==> config.mk <==
export PLATFORM = sky130hd
export DESIGN_NAME = btn_cond
export DESIGN_NICKNAME = d
export VERILOG_FILES = /design/src/rtl/btn_cond.sv
export SDC_FILE = /design/constraint.sdc
export NUM_CORES = 1
export LEC_CHECK = 0
export CAP_MARGIN = 20
export CORE_MARGIN = 3
export CORE_UTILIZATION = 40
export DETAILED_ROUTE_END_ITERATION = 8
export GPL_TIMING_DRIVEN = 0
export HOLD_SLACK_MARGIN = 0.12
export PLACE_DENSITY_LB_ADDON = 0.08
export SLEW_MARGIN = 30
export SYNTH_ARGS = -nofsm -noshare
export SYNTH_HDL_FRONTEND = slang
export SYNTH_SLANG_ARGS = --single-unit
==> constraint.sdc <==
create_clock -name clk -period 2.2 [get_ports clk]
set_clock_uncertainty 0.1 [all_clocks]
set_input_delay 0.66 -clock clk [delete_from_list [all_inputs] [get_ports clk]]
set_output_delay 0.66 -clock clk [all_outputs]
set_load 0.01 [all_outputs]
==> src/rtl/btn_cond.sv <==
// btn_cond: button front end for the washing-machine controller.
// Each raw button is synchronised, debounced and turned into one-cycle
// press/release pulses. Buttons enabled in REP_MASK auto-repeat while held.
// The centre button (bit 4) also fires a single long-press pulse.
// Bit order everywhere is {bt, l_bt, r_bt, u_bt, d_bt}.
module btn_cond #(
  parameter int         DEB_CYCLES   = 2000000,
  parameter int         REPEAT_DELAY = 50000000,
  parameter int         REPEAT_RATE  = 10000000,
  parameter int         LONG_CYCLES  = 200000000,
  parameter logic [4:0] REP_MASK     = 5'b00011
) (
  input  logic       clk,
  input  logic       rst,
  input  logic [4:0] btn_raw,
  output logic [4:0] btn_lvl,
  output logic [4:0] press_p,
  output logic [4:0] rel_p,
  output logic       long_p
);

  localparam int HOLD_MAX = (REPEAT_DELAY > REPEAT_RATE) ? REPEAT_DELAY : REPEAT_RATE;
  localparam int DW       = $clog2(DEB_CYCLES) + 1;
  localparam int HW       = $clog2(HOLD_MAX) + 1;
  localparam int LW       = $clog2(LONG_CYCLES) + 1;

  localparam logic [DW-1:0] DEB_LAST   = DW'(DEB_CYCLES - 1);
  localparam logic [HW-1:0] DELAY_LAST = HW'(REPEAT_DELAY - 1);
  localparam logic [HW-1:0] RATE_LAST  = HW'(REPEAT_RATE - 1);
  localparam logic [LW-1:0] LONG_LAST  = LW'(LONG_CYCLES - 1);
  localparam logic [LW-1:0] LONG_FULL  = LW'(LONG_CYCLES);

  typedef enum logic [1:0] {
    IDLE,
    HELD,
    REPEAT
  } holdState_t;

  logic [4:0]    r_sync1;
  logic [4:0]    r_sync2;
  logic [4:0]    r_lvl;
  logic [DW-1:0] r_debCnt [5];
  logic [4:0]    r_press;
  logic [4:0]    r_rel;
  logic          r_long;
  logic [LW-1:0] r_longCnt;

  holdState_t    r_state     [5];
  logic [HW-1:0] r_holdCnt   [5];
  holdState_t    w_nextState [5];
  logic [HW-1:0] w_nextCnt   [5];

  logic [4:0]    w_pressEv;
  logic [4:0]    w_relEv;
  logic [4:0]    w_repPulse;

  // Two-flop synchroniser so nothing downstream ever sees the raw pins
  always_ff @(posedge clk) begin
    if (rst) begin
      r_sync1 <= '0;
      r_sync2 <= '0;
    end else begin
      r_sync1 <= btn_raw;
      r_sync2 <= r_sync1;
    end
  end

  // A level change is accepted on the edge where the disagreement has lasted DEB_CYCLES samples
  always_comb begin
    w_pressEv = '0;
    w_relEv   = '0;
    for (int i = 0; i < 5; i++) begin
      if ((r_sync2[i] != r_lvl[i]) && (r_debCnt[i] == DEB_LAST)) begin
        if (r_sync2[i]) begin
          w_pressEv[i] = 1'b1;
        end else begin
          w_relEv[i] = 1'b1;
        end
      end
    end
  end

  // Debounce counters: clear on agreement, count on disagreement, flip the level when accepted
  always_ff @(posedge clk) begin
    if (rst) begin
      r_lvl <= '0;
      for (int i = 0; i < 5; i++) begin
        r_debCnt[i] <= '0;
      end
    end else begin
      for (int i = 0; i < 5; i++) begin
        if (r_sync2[i] == r_lvl[i]) begin
          r_debCnt[i] <= '0;
        end else if (r_debCnt[i] == DEB_LAST) begin
          r_debCnt[i] <= '0;
          r_lvl[i]    <= ~r_lvl[i];
        end else begin
          r_debCnt[i] <= r_debCnt[i] + DW'(1);
        end
      end
    end
  end

  // Hold FSM next state: release always wins over a repeat falling on the same edge
  always_comb begin
    w_repPulse = '0;
    for (int i = 0; i < 5; i++) begin
      w_nextState[i] = r_state[i];
      w_nextCnt[i]   = r_holdCnt[i];
      unique case (r_state[i])
        IDLE: begin
          if (w_pressEv[i]) begin
            w_nextState[i] = HELD;
            w_nextCnt[i]   = '0;
          end
        end
        HELD: begin
          if (w_relEv[i]) begin
            w_nextState[i] = IDLE;
            w_nextCnt[i]   = '0;
          end else if (REP_MASK[i] && (r_holdCnt[i] == DELAY_LAST)) begin
            w_repPulse[i]  = 1'b1;
            w_nextState[i] = REPEAT;
            w_nextCnt[i]   = '0;
          end else if (r_holdCnt[i] != DELAY_LAST) begin
            w_nextCnt[i] = r_holdCnt[i] + HW'(1);
          end
        end
        REPEAT: begin
          if (w_relEv[i]) begin
            w_nextState[i] = IDLE;
            w_nextCnt[i]   = '0;
          end else if (r_holdCnt[i] == RATE_LAST) begin
            w_repPulse[i] = 1'b1;
            w_nextCnt[i]  = '0;
          end else begin
            w_nextCnt[i] = r_holdCnt[i] + HW'(1);
          end
        end
        default: begin
          w_nextState[i] = IDLE;
          w_nextCnt[i]   = '0;
        end
      endcase
    end
  end

  // Hold FSM state and counter registers
  always_ff @(posedge clk) begin
    if (rst) begin
      for (int i = 0; i < 5; i++) begin
        r_state[i]   <= IDLE;
        r_holdCnt[i] <= '0;
      end
    end else begin
      for (int i = 0; i < 5; i++) begin
        r_state[i]   <= w_nextState[i];
        r_holdCnt[i] <= w_nextCnt[i];
      end
    end
  end

  // Registered pulse outputs; repeats share the press output
  always_ff @(posedge clk) begin
    if (rst) begin
      r_press <= '0;
      r_rel   <= '0;
    end else begin
      r_press <= w_pressEv | w_repPulse;
      r_rel   <= w_relEv;
    end
  end

  // Long-press counter on bt: fires once, then parks one past the trigger value until release
  always_ff @(posedge clk) begin
    if (rst) begin
      r_longCnt <= '0;
      r_long    <= 1'b0;
    end else begin
      r_long <= 1'b0;
      if (!r_lvl[4]) begin
        r_longCnt <= '0;
      end else if (r_longCnt == LONG_LAST) begin
        r_longCnt <= LONG_FULL;
        r_long    <= 1'b1;
      end else if (r_longCnt != LONG_FULL) begin
        r_longCnt <= r_longCnt + LW'(1);
      end
    end
  end

  assign btn_lvl = r_lvl;
  assign press_p = r_press;
  assign rel_p   = r_rel;
  assign long_p  = r_long;

endmodule

# Word-level counts from Yosys, hierarchy flattened
# Memories as Yosys holds them, arrays and structs flattened.
# Cells that the tools add are included.
word_totals:
  reg_bits: 55
  ram_bits: 255
  in_bits: 7
  memories: 3
mem_list:
  columns: ["memory", "words", "word_bits", "rd", "rd_ports_with_merged_regs", "wr", "line_no", "text"]
  rows:
  - ["r_holdCnt", 5, 27, 5, 0, 5, "49", "logic [HW-1:0] r_holdCnt [5];"]
  - ["r_debCnt", 5, 22, 5, 0, 5, "42", "logic [DW-1:0] r_debCnt [5];"]
  - ["r_state", 5, 2, 5, 0, 5, "48", "holdState_t r_state [5];"]
op_classes:
  add_sub_neg: 11
  eq_ne: 39
  n_mux: 176
  bitwise_logic: 36
  reduce_logical: 21
op_table:
  columns: ["cell", "n"]
  rows:
  - ["27-bit two-way mux", 32]
  - ["27-bit case mux with 3 select lines", 5]
  - ["22-bit two-way mux", 15]
  - ["27-bit by 1-bit adder with 27-bit output, second input constant", 5]
  - ["27-bit by 24-bit equality test with 1-bit output, second input constant", 5]
  - ["27-bit by 26-bit != test with 1-bit output, second input constant", 5]
  - ["22-bit by 1-bit adder with 22-bit output, second input constant", 5]
  - ["22-bit by 21-bit equality test with 1-bit output, second input constant", 5]
  - ["1-bit two-way mux", 96]
  - ["28-bit two-way mux", 2]
  - ["27-bit by 26-bit equality test with 1-bit output, second input constant", 2]
  - ["2-bit two-way mux", 19]
  - ["29-bit by 1-bit adder with 29-bit output, second input constant", 1]
  - ["29-bit by 28-bit equality test with 1-bit output, second input constant", 1]
  - ["29-bit by 28-bit != test with 1-bit output, second input constant", 1]
  - ["1-bit OR", 25]
  - ["2-bit case mux with 2 select lines", 3]
  - ["2-bit case mux with 3 select lines", 2]
  - ["2-bit by 1-bit equality test with 1-bit output, second input constant", 5]
  - ["2-bit equality test, second input constant", 5]
  - ["2-bit zero test", 5]
  - ["1-bit NOT", 10]
  - ["2-bit AND reduction", 5]
  - ["2-bit OR reduction", 4]
  - ["7 further kinds", 20]

# Depth between registers and ports, before layout
# An unclocked memory read counts as a cell.
depth:
  depth_word: 8
  depth_mapped: 9

# Worst setup path after synthesis
# Ideal clock, no wire load.
synth_path:
  path_kind: "register -> register"
  start: "memory r_holdCnt[0][27] in the netlist's numbering"
  end: "memory r_holdCnt[0][51] in the netlist's numbering"
  setup_time_ps: 132
  t_arrival_ps: 2028
  slack_ps: -60
  stages_incl_launch_ff: 8
  n_path_buf: 0
  period_less_slack_ps: 2260
  cell_sequence: "dfxtp_1 ha_1 nand3_1 or2_2 or4_1 or3_1 nand3_1 a31oi_1"
synth_lines:
  columns: ["item", "line_no"]
  rows:
  - ["start, declared", "49"]

==> impl_metrics.json <==
{
  "ys_seq_area_frac": 0.478,
  "period_minus_slack_ps": 2370,
  "fin_util": 0.549,
  "yosys_warnings": 0,
  "synth-edff-count": 110,
  "first_pass_iters": 5,
  "dp_slack_ps": -634,
  "grt_pass1_vias": 9444,
  "cellPowerDensity_nw_per_um2": 656,
  "wl_per_cell_um": 14.8,
  "dieArea_um2": 31200,
  "startpoint_type": "flop",
  "insertion_delay_ps": 540,
  "numCtsBuffers": 27,
  "critPathRequiredTime_ps": 2520,
  "worst_slack_ps": -168,
  "ys.flop_type": "dfxtp_1",
  "cts_tree": "yes",
  "finalCritPeriodShare": 1.08,
  "worstPathBufferInverterCount": 1,
  "synth-seq-cells": 223,
  "dpl.hpwl_um": 18200,
  "diodes": 0,
  "place.port_buffers": 21,
  "rows": 61,
  "grt_pass1_wl_um": 46400,
  "synth_cells": 1280,
  "root_buffer": "clkbuf_16",
  "slew_violations": 0,
  "area_growth_pct": 33.1,
  "hold_buffers": 0,
  "slowest_delay_ps": 570,
  "p_leak_nw": 5.29,
  "worstSetupPathType": "reg -> reg",
  "syn_area_per_cell_um2": 9.10,
  "ys_top_cells_by_count": "nor2_1 (197), nand3_1 (137), nand2_1 (130)",
  "seqCellArea_um2": 5600,
  "rsz0062_at_grt": "yes",
  "drc": 0,
  "core_um2": 28200,
  "worstPathCellList": "or4bb_4, nor4_4, nand3_2, buf_6, o32ai_4, o21ai_2, mux2i_1",
  "place_congestion": 0.817,
  "start_util": 0.413,
  "grt_max_degree": 14,
  "total_power_mw": 10.2,
  "crit_path_end_kind": "flop",
  "drt-total-wl_um": 28400,
  "synthTopCellsByArea": "edfxtp_1 (28%), dfxtp_1 (19%), nor2_1 (6.3%)",
  "via_count": 9990,
  "slowest_stage": "or4bb_4",
  "path_delay_family": "simple AND/OR/NAND/NOR gates",
  "crit_fanout": 4,
  "slew_headroom": 0.526,
  "yosysTopAreaCell": "edfxtp_1",
  "ys_types": 61,
  "hold_path.class": "reg -> reg",
  "synth_area_um2": 11700,
  "max-vdd-ir-drop_mv": 0.539,
  "clk_transition_reported_paths_ps": 60,
  "die_w_um": 177,
  "track_usage": 0.176,
  "tightest_slew_ps": 710,
  "arrival_ps": 2690,
  "netlist.area_leader.share": 0.283,
  "finalSetupViolCount": 47,
  "multi_input_area_um2": 6990,
  "ant_nets": 0,
  "htreeDepth": 1,
  "grt_overflow": 0,
  "fill_cells": 2565,
  "die_y_um": 177,
  "violations": "setup timing",
  "status": "complete, but fails checks",
  "cts_sinks": 223,
  "via_per_inst": 5.21,
  "hold_viol_final": 0,
  "cap_viol_max_count": 0,
  "fmax_mhz": 422,
  "drt_iter0_drc": 541,
  "async_reset_ff_frac": 0,
  "antenna_found_initial": 0,
  "ios": 23,
  "drive_gt1_frac": 0.208,
  "synth.most_common_cell": "nor2_1",
  "cts_buffer_depth": 3,
  "nNetsFinal": 1540
}
==> cell usage in the layout (no fill, tap or decap), drive strengths merged, types with 16 or more instances in the layout <==
cell type | synthesis | layout
nor2 | 197 | 197
nand3 | 141 | 141
nand2 | 130 | 130
dfxtp | 113 | 113
edfxtp | 110 | 110
conb | 1 | 110
buf | 15 | 109
xor2 | 76 | 76
clkbuf | 36 | 58
nand4 | 50 | 50
xnor2 | 44 | 44
a31oi | 43 | 43
and3 | 37 | 37
a21oi | 32 | 32
nor3 | 27 | 27
nor4 | 20 | 20
o21ai | 18 | 18
or3 | 17 | 17
inv | 15 | 16
and4 | 16 | 16
==> routing by layer <==
metal,GRT usage,vias to the layer above,wire [um]
li1,-,5013,-
met1,0.248,4752,13300
met2,0.288,187,13400
met3,0.0249,38,1190
met4,0.0396,0,503
met5,0,-,0
==> final timing paths <==
check | slack (ps) | cells after the start | start | end
min reg2reg | 340 | 1 | r_sync1[4] | r_sync2[4]
max | -170 | 7 | r_debCnt[0][17] | r_state[0][0]
min | 340 | 1 | r_sync1[4] | r_sync2[4]
max reg2reg | -170 | 7 | r_debCnt[0][17] | r_state[0][0]
==> cell type report <==
cell class | instances | share of cell area
buffer | 43 | 0.0261
clock buffer | 37 | 0.0499
clock inverter | 13 | 0.0148
inverter | 15 | 0.00363
multi-input combinational | 1100 | 0.451
sequential | 223 | 0.361
tap | 378 | 0.0305
timing repair buffer | 108 | 0.0635
==> cells by family (layout without fill, tap and decap cells) <==
logic type      Yosys count  in the layout  synth area share
flops                   223            223             0.478
buf+inv                  66            216            0.0253
other cells               1            110          0.000322
fa+ha+maj                15             15            0.0161
compound gates          126            126            0.0698
mux                       5              5           0.00429
xor+xnor                120            120            0.0902
simple gates            724            724             0.316
==> what timing repair did <==
| action | 4_1_cts | 5_1_grt |
|---|---|---|
| setup endpoints to repair | 185 | 189 |
| buffers inserted | 42 | 38 |
| pin swaps | 41 | 64 |
| cloned | 2 | 5 |
| gates resized for setup | 133 | 162 |
| hold endpoints to repair | 0 | 0 |
==> where the power goes <==
group          switching (mW)  total (mW)  internal [mW]
Sequential              0.104        4.56           4.45
Combinational           0.356       0.657          0.301
Clock                    1.79        4.96           3.17
Total                    2.25        10.2           7.92
==> registers in the layout (all words and copies together) (netlist names) <==
signal,count
r_state,4
rel_p,5
r_holdCnt,54
r_sync2,5
r_sync1,5
btn_lvl,5
press_p,5
r_longCnt,29
r_debCnt,110
long_p,1
==> stage by stage <==
stage,instance area [um^2],hold WS (ps),setup TNS [ps],std cells
2_1_floorplan,12100,314,-373,1389
3_3_place_gp,12800,323,-73400,1788
3_5_place_dp,12800,330,-75550,1788
4_1_cts,14600,339,-1870,1880
5_1_grt,15500,365,-8640,1917
6_report,15500,336,-3630,1917
No activity file was read; power rests on OpenSTA's default activity.
